==> src/rtl/rom_pkg.sv <==
// Shared definitions for the lookup ROM and its burst reader.
// Provides ROM geometry defaults, burst-length width and the reader FSM state type.
package rom_pkg;

    localparam int ROM_AW = 3;
    localparam int ROM_DW = 8;
    localparam int ROM_LW = 4;

    typedef enum logic [1:0] {
        IDLE,
        RUN,
        DRAIN
    } state_t;

endpackage

==> src/rtl/sync_fifo2.sv <==
// Two-entry synchronous FIFO holding words returned by the ROM.
// Ports: clk, rst (sync, active-high), push/push_data, pop, head (oldest word), count (0..2).
module sync_fifo2 #(
    parameter int DW = 8
) (
    input  logic          clk,
    input  logic          rst,
    input  logic          push,
    input  logic [DW-1:0] push_data,
    input  logic          pop,
    output logic [DW-1:0] head,
    output logic [1:0]    count
);

    logic [DW-1:0] tail;

    always_ff @(posedge clk) begin
        if (rst) begin
            head  <= '0;
            tail  <= '0;
            count <= 2'd0;
        end else begin
            count <= count + {1'b0, push} - {1'b0, pop};
            if (pop) begin
                // Second entry moves up; a concurrent push refills behind it.
                if (count == 2'd2) begin
                    head <= tail;
                    if (push) begin
                        tail <= push_data;
                    end
                end else if (push) begin
                    head <= push_data;
                end
            end else if (push) begin
                if (count == 2'd0) begin
                    head <= push_data;
                end else begin
                    tail <= push_data;
                end
            end
        end
    end

endmodule

==> src/rtl/rom_reader.sv <==
// Burst read initiator for the synchronous lookup ROM, streaming words over valid/ready.
// Ports: clk, rst; start/start_addr/length command; busy, done status;
// rom_addr/rom_en/rom_data ROM port; out_data/out_valid/out_ready stream.
module rom_reader
    import rom_pkg::*;
#(
    parameter int AW = ROM_AW,
    parameter int DW = ROM_DW,
    parameter int LW = ROM_LW
) (
    input  logic          clk,
    input  logic          rst,
    input  logic          start,
    input  logic [AW-1:0] start_addr,
    input  logic [LW-1:0] length,
    output logic          busy,
    output logic          done,
    output logic [AW-1:0] rom_addr,
    output logic          rom_en,
    input  logic [DW-1:0] rom_data,
    output logic [DW-1:0] out_data,
    output logic          out_valid,
    input  logic          out_ready
);

    state_t        state;
    logic [AW-1:0] addr_q;
    logic [AW-1:0] last_addr;
    logic [LW-1:0] remain;
    logic          inflight;

    logic [DW-1:0] head;
    logic [1:0]    fifo_cnt;
    logic          fifo_nz;
    logic          fifo_push;
    logic          fifo_pop;
    logic          pop;
    logic          issue;
    logic          last_pop;
    logic [2:0]    held;

    assign fifo_nz   = (fifo_cnt != 2'd0);

    // The word returning from the ROM is offered directly while the FIFO
    // is empty, so output valid follows rom_en by exactly one cycle.
    assign out_valid = fifo_nz | inflight;
    assign out_data  = (!fifo_nz && inflight) ? rom_data : head;
    assign pop       = out_valid & out_ready;

    assign fifo_pop  = pop & fifo_nz;
    assign fifo_push = inflight & ~(pop & ~fifo_nz);

    // Words still held after this cycle; a new issue may only add one
    // while the total stays within the two buffer slots.
    assign held      = {1'b0, fifo_cnt} + {2'b00, inflight} - {2'b00, pop};
    assign issue     = (state == RUN) && (remain != '0) && (held < 3'd2);
    assign last_pop  = pop && (held == 3'd0);

    assign rom_en    = issue;
    assign rom_addr  = issue ? addr_q : last_addr;

    sync_fifo2 #(
        .DW(DW)
    ) u_fifo (
        .clk       (clk),
        .rst       (rst),
        .push      (fifo_push),
        .push_data (rom_data),
        .pop       (fifo_pop),
        .head      (head),
        .count     (fifo_cnt)
    );

    always_ff @(posedge clk) begin
        if (rst) begin
            state     <= IDLE;
            busy      <= 1'b0;
            done      <= 1'b0;
            addr_q    <= '0;
            last_addr <= '0;
            remain    <= '0;
            inflight  <= 1'b0;
        end else begin
            done     <= 1'b0;
            inflight <= issue;
            if (issue) begin
                addr_q    <= addr_q + AW'(1);
                last_addr <= addr_q;
                remain    <= remain - LW'(1);
            end
            unique case (state)
                IDLE: begin
                    if (start) begin
                        if (length != '0) begin
                            addr_q <= start_addr;
                            remain <= length;
                            state  <= RUN;
                            busy   <= 1'b1;
                        end else begin
                            done <= 1'b1;
                        end
                    end
                end
                RUN: begin
                    if (issue && (remain == LW'(1))) begin
                        state <= DRAIN;
                    end
                end
                DRAIN: begin
                    if (last_pop) begin
                        state <= IDLE;
                        busy  <= 1'b0;
                        done  <= 1'b1;
                    end
                end
                default: begin
                    state <= IDLE;
                    busy  <= 1'b0;
                end
            endcase
        end
    end

endmodule

==> config.mk <==
export PLATFORM = sky130hd
export DESIGN_NAME = rom_reader
export DESIGN_NICKNAME = d
export VERILOG_FILES = /design/src/rtl/rom_pkg.sv /design/src/rtl/sync_fifo2.sv /design/src/rtl/rom_reader.sv
export SDC_FILE = /design/constraint.sdc
export NUM_CORES = 1
export LEC_CHECK = 0
export CAP_MARGIN = 20
export CORE_MARGIN = 3
export CORE_UTILIZATION = 40
export CTS_CLUSTER_DIAMETER = 200
export DETAILED_ROUTE_END_ITERATION = 16
export SKIP_CTS_REPAIR_TIMING = 1
export SYNTH_ARGS = -nofsm -noshare
export SYNTH_HDL_FRONTEND = slang
export SYNTH_SLANG_ARGS = --single-unit
export TNS_END_PERCENT = 10
==> constraint.sdc <==
create_clock -name clk -period 5.79 [get_ports clk]
set_clock_uncertainty 0.15 [all_clocks]
set_input_delay 1.158 -clock clk [delete_from_list [all_inputs] [get_ports clk]]
set_output_delay 1.158 -clock clk [all_outputs]
set_load 0.02 [all_outputs]
## Yosys cells after proc, flatten, opt, wreduce, memory -nomap -nowiden

Index checks and enable logic that the tools add are counted.

- Logic and storage cells: 86
- Bits in registers: 33
- Output and inout bits: 15

- Add/subtract/negate cells: 6
- Bitwise gates (word level): 8
- Equality and inequality tests: 10
- Magnitude comparators: 1
- Mux-type cells: 32
- Reductions and logical operators: 19

Operators with widths:

| cell | number |
|---|---|
| 2-to-1 mux 8 bit | 10 |
| 2-to-1 mux 4 bit | 4 |
| 2-to-1 mux 3 bit | 5 |
| 2-to-1 mux 2 bit | 4 |
| != test 2 bit (second input constant) | 4 |
| AND reduction 4 bit | 2 |
| nonzero test 2 bit | 4 |
| nonzero test 4 bit | 2 |
| 2-to-1 mux 1 bit | 6 |
| case mux 2 bit (3 select lines) | 1 |
| AND reduction 3 bit | 2 |
| logical AND 1 bit | 5 |
| AND 1 bit | 4 |
| == test 2 bit (second input constant) | 2 |
| == test 4 x 1 -> 1 bit (second input constant) | 1 |
| zero test 2 bit | 2 |
| != test 2 x 1 -> 1 bit (second input constant) | 2 |
| subtractor 4 x 1 -> 4 bit (second input constant) | 1 |
| adder 2 x 1 -> 3 bit | 1 |
| adder 3 x 1 -> 3 bit (second input constant) | 1 |
| zero test 3 bit | 1 |
| < comparator 3 x 2 -> 1 bit (second input constant) | 1 |
| inverter 1 bit | 3 |
| case mux 1 bit (3 select lines) | 1 |
| 7 further kinds | 7 |

## Longest topological paths before layout

Gate-level depths: netlist (run 1).

- Word-level depth: 10
- Depth in mapped cells: 12

## Modules after synthesis

From an unflattened synthesis (run 1), not the netlist that was laid out.

- Cells, all modules: 199
- Area, all modules: 1943.1 um^2

By module, submodules not included:

| module | instances | seq. area each (um^2) | cells each | area each (um^2) |
|---|---|---|---|---|
| rom_reader | 1 | 300.3 | 104 | 985.9 |
| sync_fifo2 | 1 | 360.3 | 95 | 957.2 |

## Worst setup path before layout (run 1)

OpenSTA, ideal clock, no wires.

- Path type: input to output
- Start point: input out_ready
- End point: output rom_addr[0]
- Setup slack: 1130 ps
- Path buffers: 1
- Stages on the path: 11
- Data arrival time: 3352 ps
- Path through: buf_2 > o31a_1 > ha_1 > inv_1 > ha_1 > inv_1 > fa_1 > and3b_2 > nand3_2 > inv_2 > mux2_4

- Cells in the longest elaborated chain, start to end: 5

RTL lines:

| item | line | RTL |
|---|---|---|
| start: declaration | rom_reader.sv:23 | `input logic out_ready` |
| AND 1 bit | rom_reader.sv:48 | `assign pop = out_valid & out_ready;` |
| subtractor 3 x 1 -> 3 bit | rom_reader.sv:55 | `assign held = {1'b0, fifo_cnt} + {2'b00, inflight} - {2'b00, pop};` |
| < comparator 3 x 2 -> 1 bit | rom_reader.sv:56 | `assign issue = (state == RUN) && (remain != '0) && (held < 3'd2);` |
| logical AND 1 bit | rom_reader.sv:56 |  |
| named net rom_en | rom_reader.sv:19 | `output logic rom_en,` |
| 2-to-1 mux 3 bit | n/a |  |
| end: declaration | rom_reader.sv:18 | `output logic [AW-1:0] rom_addr,` |

The timed path passes the listed nets, and every way through them passes these cells.

## Final worst setup path (run 1)

- Start point: input out_ready
- End point: output rom_addr[0]

- Cells in the longest elaborated chain, start to end: 5

RTL lines:

| item | line |
|---|---|
| AND 1 bit | rom_reader.sv:48 |
| subtractor 3 x 1 -> 3 bit | rom_reader.sv:55 |
| < comparator 3 x 2 -> 1 bit | rom_reader.sv:56 |
| logical AND 1 bit | rom_reader.sv:56 |
| 2-to-1 mux 3 bit | n/a |

Every way passes these cells.

==> results.md, run 1 <==
* Pwr Density at 443 nW/um2
* Placer Congestion at 0.776
* NumNets Final at 243
* Sw frac at 0.385
* Largest net degree at the start of global routing at 29
* Post-layout util at 0.538
* Psw at 0.000385 W
* H-tree Lvls at 2
* Mapped Cells at 183
* Antenna violations before repair at 0
* CP Max Fanout at 7
* First-pass DRT Iterations at 4
* Syn Nets at 210
* Synth Warn # at 0
* Overall routing resource usage at 0.162
* Mapped Avg Cell Area at 9.93 um2
* Worst Max-Slew Pin Slew at 0.546 ns
* Top post-synthesis cells by area: dfxtp_1, mux2i_1, mux2_2, ha_1, nor2_1
* Clock root buffer: clkbuf_8
* DP Area at 2170 um2
* Worst Path Required at 4.48 ns
* VDD IR max at 0.223 mV
* Ys async rst share at 0
* First-pass GRT wire length at 6960 um
* Crit-path max cell delay at 0.54 ns
* RSZ-0062 raised after global routing: no
* Post-Route Setup TNS at 0 ns
* Leading cell types in the layout, fill and taps excluded: dfxtp_1, clkdlybuf4s50_1, nor2_1
* Initial core utilization at 0.433
* Comb power frac at 0.513
* Top_reg_cell synth: dfxtp_1
* Sink Count at 33
* Aggregate global routing overflow at 0
* DRC errors left at 0
* Area delta synth->final at 24.3%
* Worst setup SP type: primary input
* Period Utilization, post-route at 0.976
* Post-route ant nets at 0
* I/O Buffers at 33
* Hold Path Origin: u_fifo.head[0]$_SDFFE_PP0P_
* CP Buf/Inv Count at 5
* Layout cells sized above 1 at 0.144
* Min-Delay Path Class: reg2reg
* DRT iter0 DRCs at 109
* Flops & latches, synth at 33
* Synth cell types at 46
* TritonCTS Buffers at 5
* Dpl hpwl at 3070 um
* Synth area leader: dfxtp_1
* Leakage power at 0.970 nW
* Vias in the first global route at 1575
* Die Span Y at 73.4 um
* Arrival @ worst endpoint at 4.35 ns
* CP Launch Point: out_ready
* Crit-path cells: clkdlybuf4s50_1 -> o31a_1 -> ha_1 -> inv_1 -> ha_1 -> inv_1 -> fa_1 -> and3b_2 -> nand3_2 -> inv_2 -> mux2_4 -> clkdlybuf4s50_1
* Antenna diode count at 0
* Routed via count at 1449
* Die X at 73.4 um
* Synth top area share at 0.363
* Fmax at 177 MHz
* Post-Syn Area at 1820 um2
* Clk buf depth at 2
* Crit end category: output pin
* Clock Pin Slew Worst Setup and Hold Paths at 0.06 ns
* Final Hold Vio Count at 0
* Ports at 34
* Crit path max-delay family: buffers and inverters
* Clk_lat worst skew at 0.28 ns
* Register share of total power at 0.314
* Core Region at 4200 um2
* Final wirelength at 4010 um
* TritonCTS clock tree: yes
* Final setup viols at 0
* Critical R2R Launch: u_fifo.count[1]$_SDFF_PP0_
* Int Power at 0.000616 W
* Outcome: completed
* FP Rows at 23
* DR WL/cell at 15.1 um
* Max transition margin at 0.635
* Vias per inst at 5.45
* Minimum clock period at 5.65 ns
* Max Cap Viol at 0
* Crit Path Category: in2out
* Power share of the clock group at 0.173
* Sequential share of the synthesized area at 0.363
* Post-route cell area at 2260 um2
* Slew Limit Fails at 0
* Slowest-stage cell, CP: fa_1
* Die ar. at 5390 um2
* Post-synth EDFFs at 0
[per-layer routing]
layer	track usage	vias to the layer above	share of wire
met3	0.0451	4	0.028
met1	0.189	707	0.45
met5	0	-	0
li1	-	722	-
met4	0.0503	0	0.0052
met2	0.285	16	0.51
[cell usage after synthesis, types with 4 or more instances]
master	instances
a211oi_1	7
a21oi_1	8
and2_1	4
clkbuf_1	4
dfxtp_1	33
ha_1	7
inv_1	7
mux2_2	9
mux2i_1	18
nand2_1	6
nand3_1	4
nor2_1	20
nor2b_1	4
o31ai_1	4
or3_1	4
[state kept, by name (all words and copies together), names as in the netlist, 2 cells and up]
name / cells
u_fifo.tail: 8
u_fifo.head: 8
state: 2
addr_q: 3
u_fifo.count: 2
remain: 4
last_addr: 3
[layout make-up]
| type | count | area, um2 |
|---|---|---|
| fill | 383 | 1940 |
| tap | 50 | 62.6 |
| multi-input combinational | 133 | 1070 |
| sequential | 33 | 661 |
| timing repair buffer | 35 | 345 |
| clock buffer | 7 | 86.3 |
| inverter | 8 | 30.0 |
[cells by family (layout without fill, tap and decap cells)]
logic type               after synthesis  count (layout)  share of synthesized area
flip-flops                            33              33                      0.363
AO/OA/AOI/OAI                         31              31                      0.141
XOR/XNOR                               6               6                     0.0392
adder cells (fa/ha/maj)                8               8                     0.0592
buffers and inverters                 17              50                     0.0454
multiplexers                          29              29                      0.171
AND/OR/NAND/NOR                       59              59                      0.180
[power groups by stage]
| stage | registers, W | logic, W | clock network, W |
|---|---|---|---|
| 6_report | 0.000314 | 0.000513 | 0.000174 |
| 5_1_grt | 0.000321 | 0.000565 | 0.000188 |
| 2_1_floorplan | 0.000301 | 0.000393 | 0 |
| 4_1_cts | 0.000314 | 0.000518 | 0.000178 |
| 3_5_place_dp | 0.000319 | 0.000516 | 0 |
| 3_3_place_gp | 0.000315 | 0.000496 | 0 |
[worst paths after layout]
kind | slack (ns) | endpoint | depth (start not counted)
setup / recovery | 0.14 | rom_addr[0] | 12
hold / removal | 0.35 | u_fifo.head[0]$_SDFFE_PP0P_ | 2
setup reg to reg | 2.52 | last_addr[0]$_SDFF_PP0_ | 11
hold reg to reg | 0.35 | u_fifo.head[0]$_SDFFE_PP0P_ | 2
[per-stage QoR]
stage                     instances  setup slack [ns]  total power, W  hold WS [ns]
after floorplan                 183              1.13        0.000694         0.313
after CTS                       266             0.124         0.00101         0.354
after detailed placement        259             0.132        0.000835         0.341
final                           266             0.137         0.00100         0.354
after global placement          259             0.239        0.000811         0.325
after global routing            266            0.0277         0.00107         0.378
[worst min-delay path, stage by stage (launching register included)]
cell,delay [ns]
dfxtp_1,0.31
nor2_1,0.10
a211oi_1,0.05
Power figures use the tool's default switching activity.
==> run 2: changes to the inputs <==
--- a/config.mk
+++ b/config.mk
@@ -5,12 +5,13 @@
 export SDC_FILE = /design/constraint.sdc
 export NUM_CORES = 1
 export LEC_CHECK = 0
-export CAP_MARGIN = 20
+export CAP_MARGIN = 10
 export CORE_MARGIN = 3
 export CORE_UTILIZATION = 40
 export CTS_CLUSTER_DIAMETER = 200
 export DETAILED_ROUTE_END_ITERATION = 16
 export SKIP_CTS_REPAIR_TIMING = 1
+export SLEW_MARGIN = 20
 export SYNTH_ARGS = -nofsm -noshare
 export SYNTH_HDL_FRONTEND = slang
 export SYNTH_SLANG_ARGS = --single-unit
==> results of run 2 <==
No change in the layout: final DEF, timing and power equal those of run 1.
==> run 3: changes to the inputs <==
--- a/config.mk
+++ b/config.mk
@@ -10,7 +10,9 @@
 export CORE_UTILIZATION = 40
 export CTS_CLUSTER_DIAMETER = 200
 export DETAILED_ROUTE_END_ITERATION = 16
+export GPL_ROUTABILITY_DRIVEN = 0
 export SKIP_CTS_REPAIR_TIMING = 1
+export SKIP_LAST_GASP = 1
 export SLEW_MARGIN = 20
 export SYNTH_ARGS = -nofsm -noshare
 export SYNTH_HDL_FRONTEND = slang
==> results of run 3 <==
No change in the layout: final DEF, timing and power equal those of run 1.
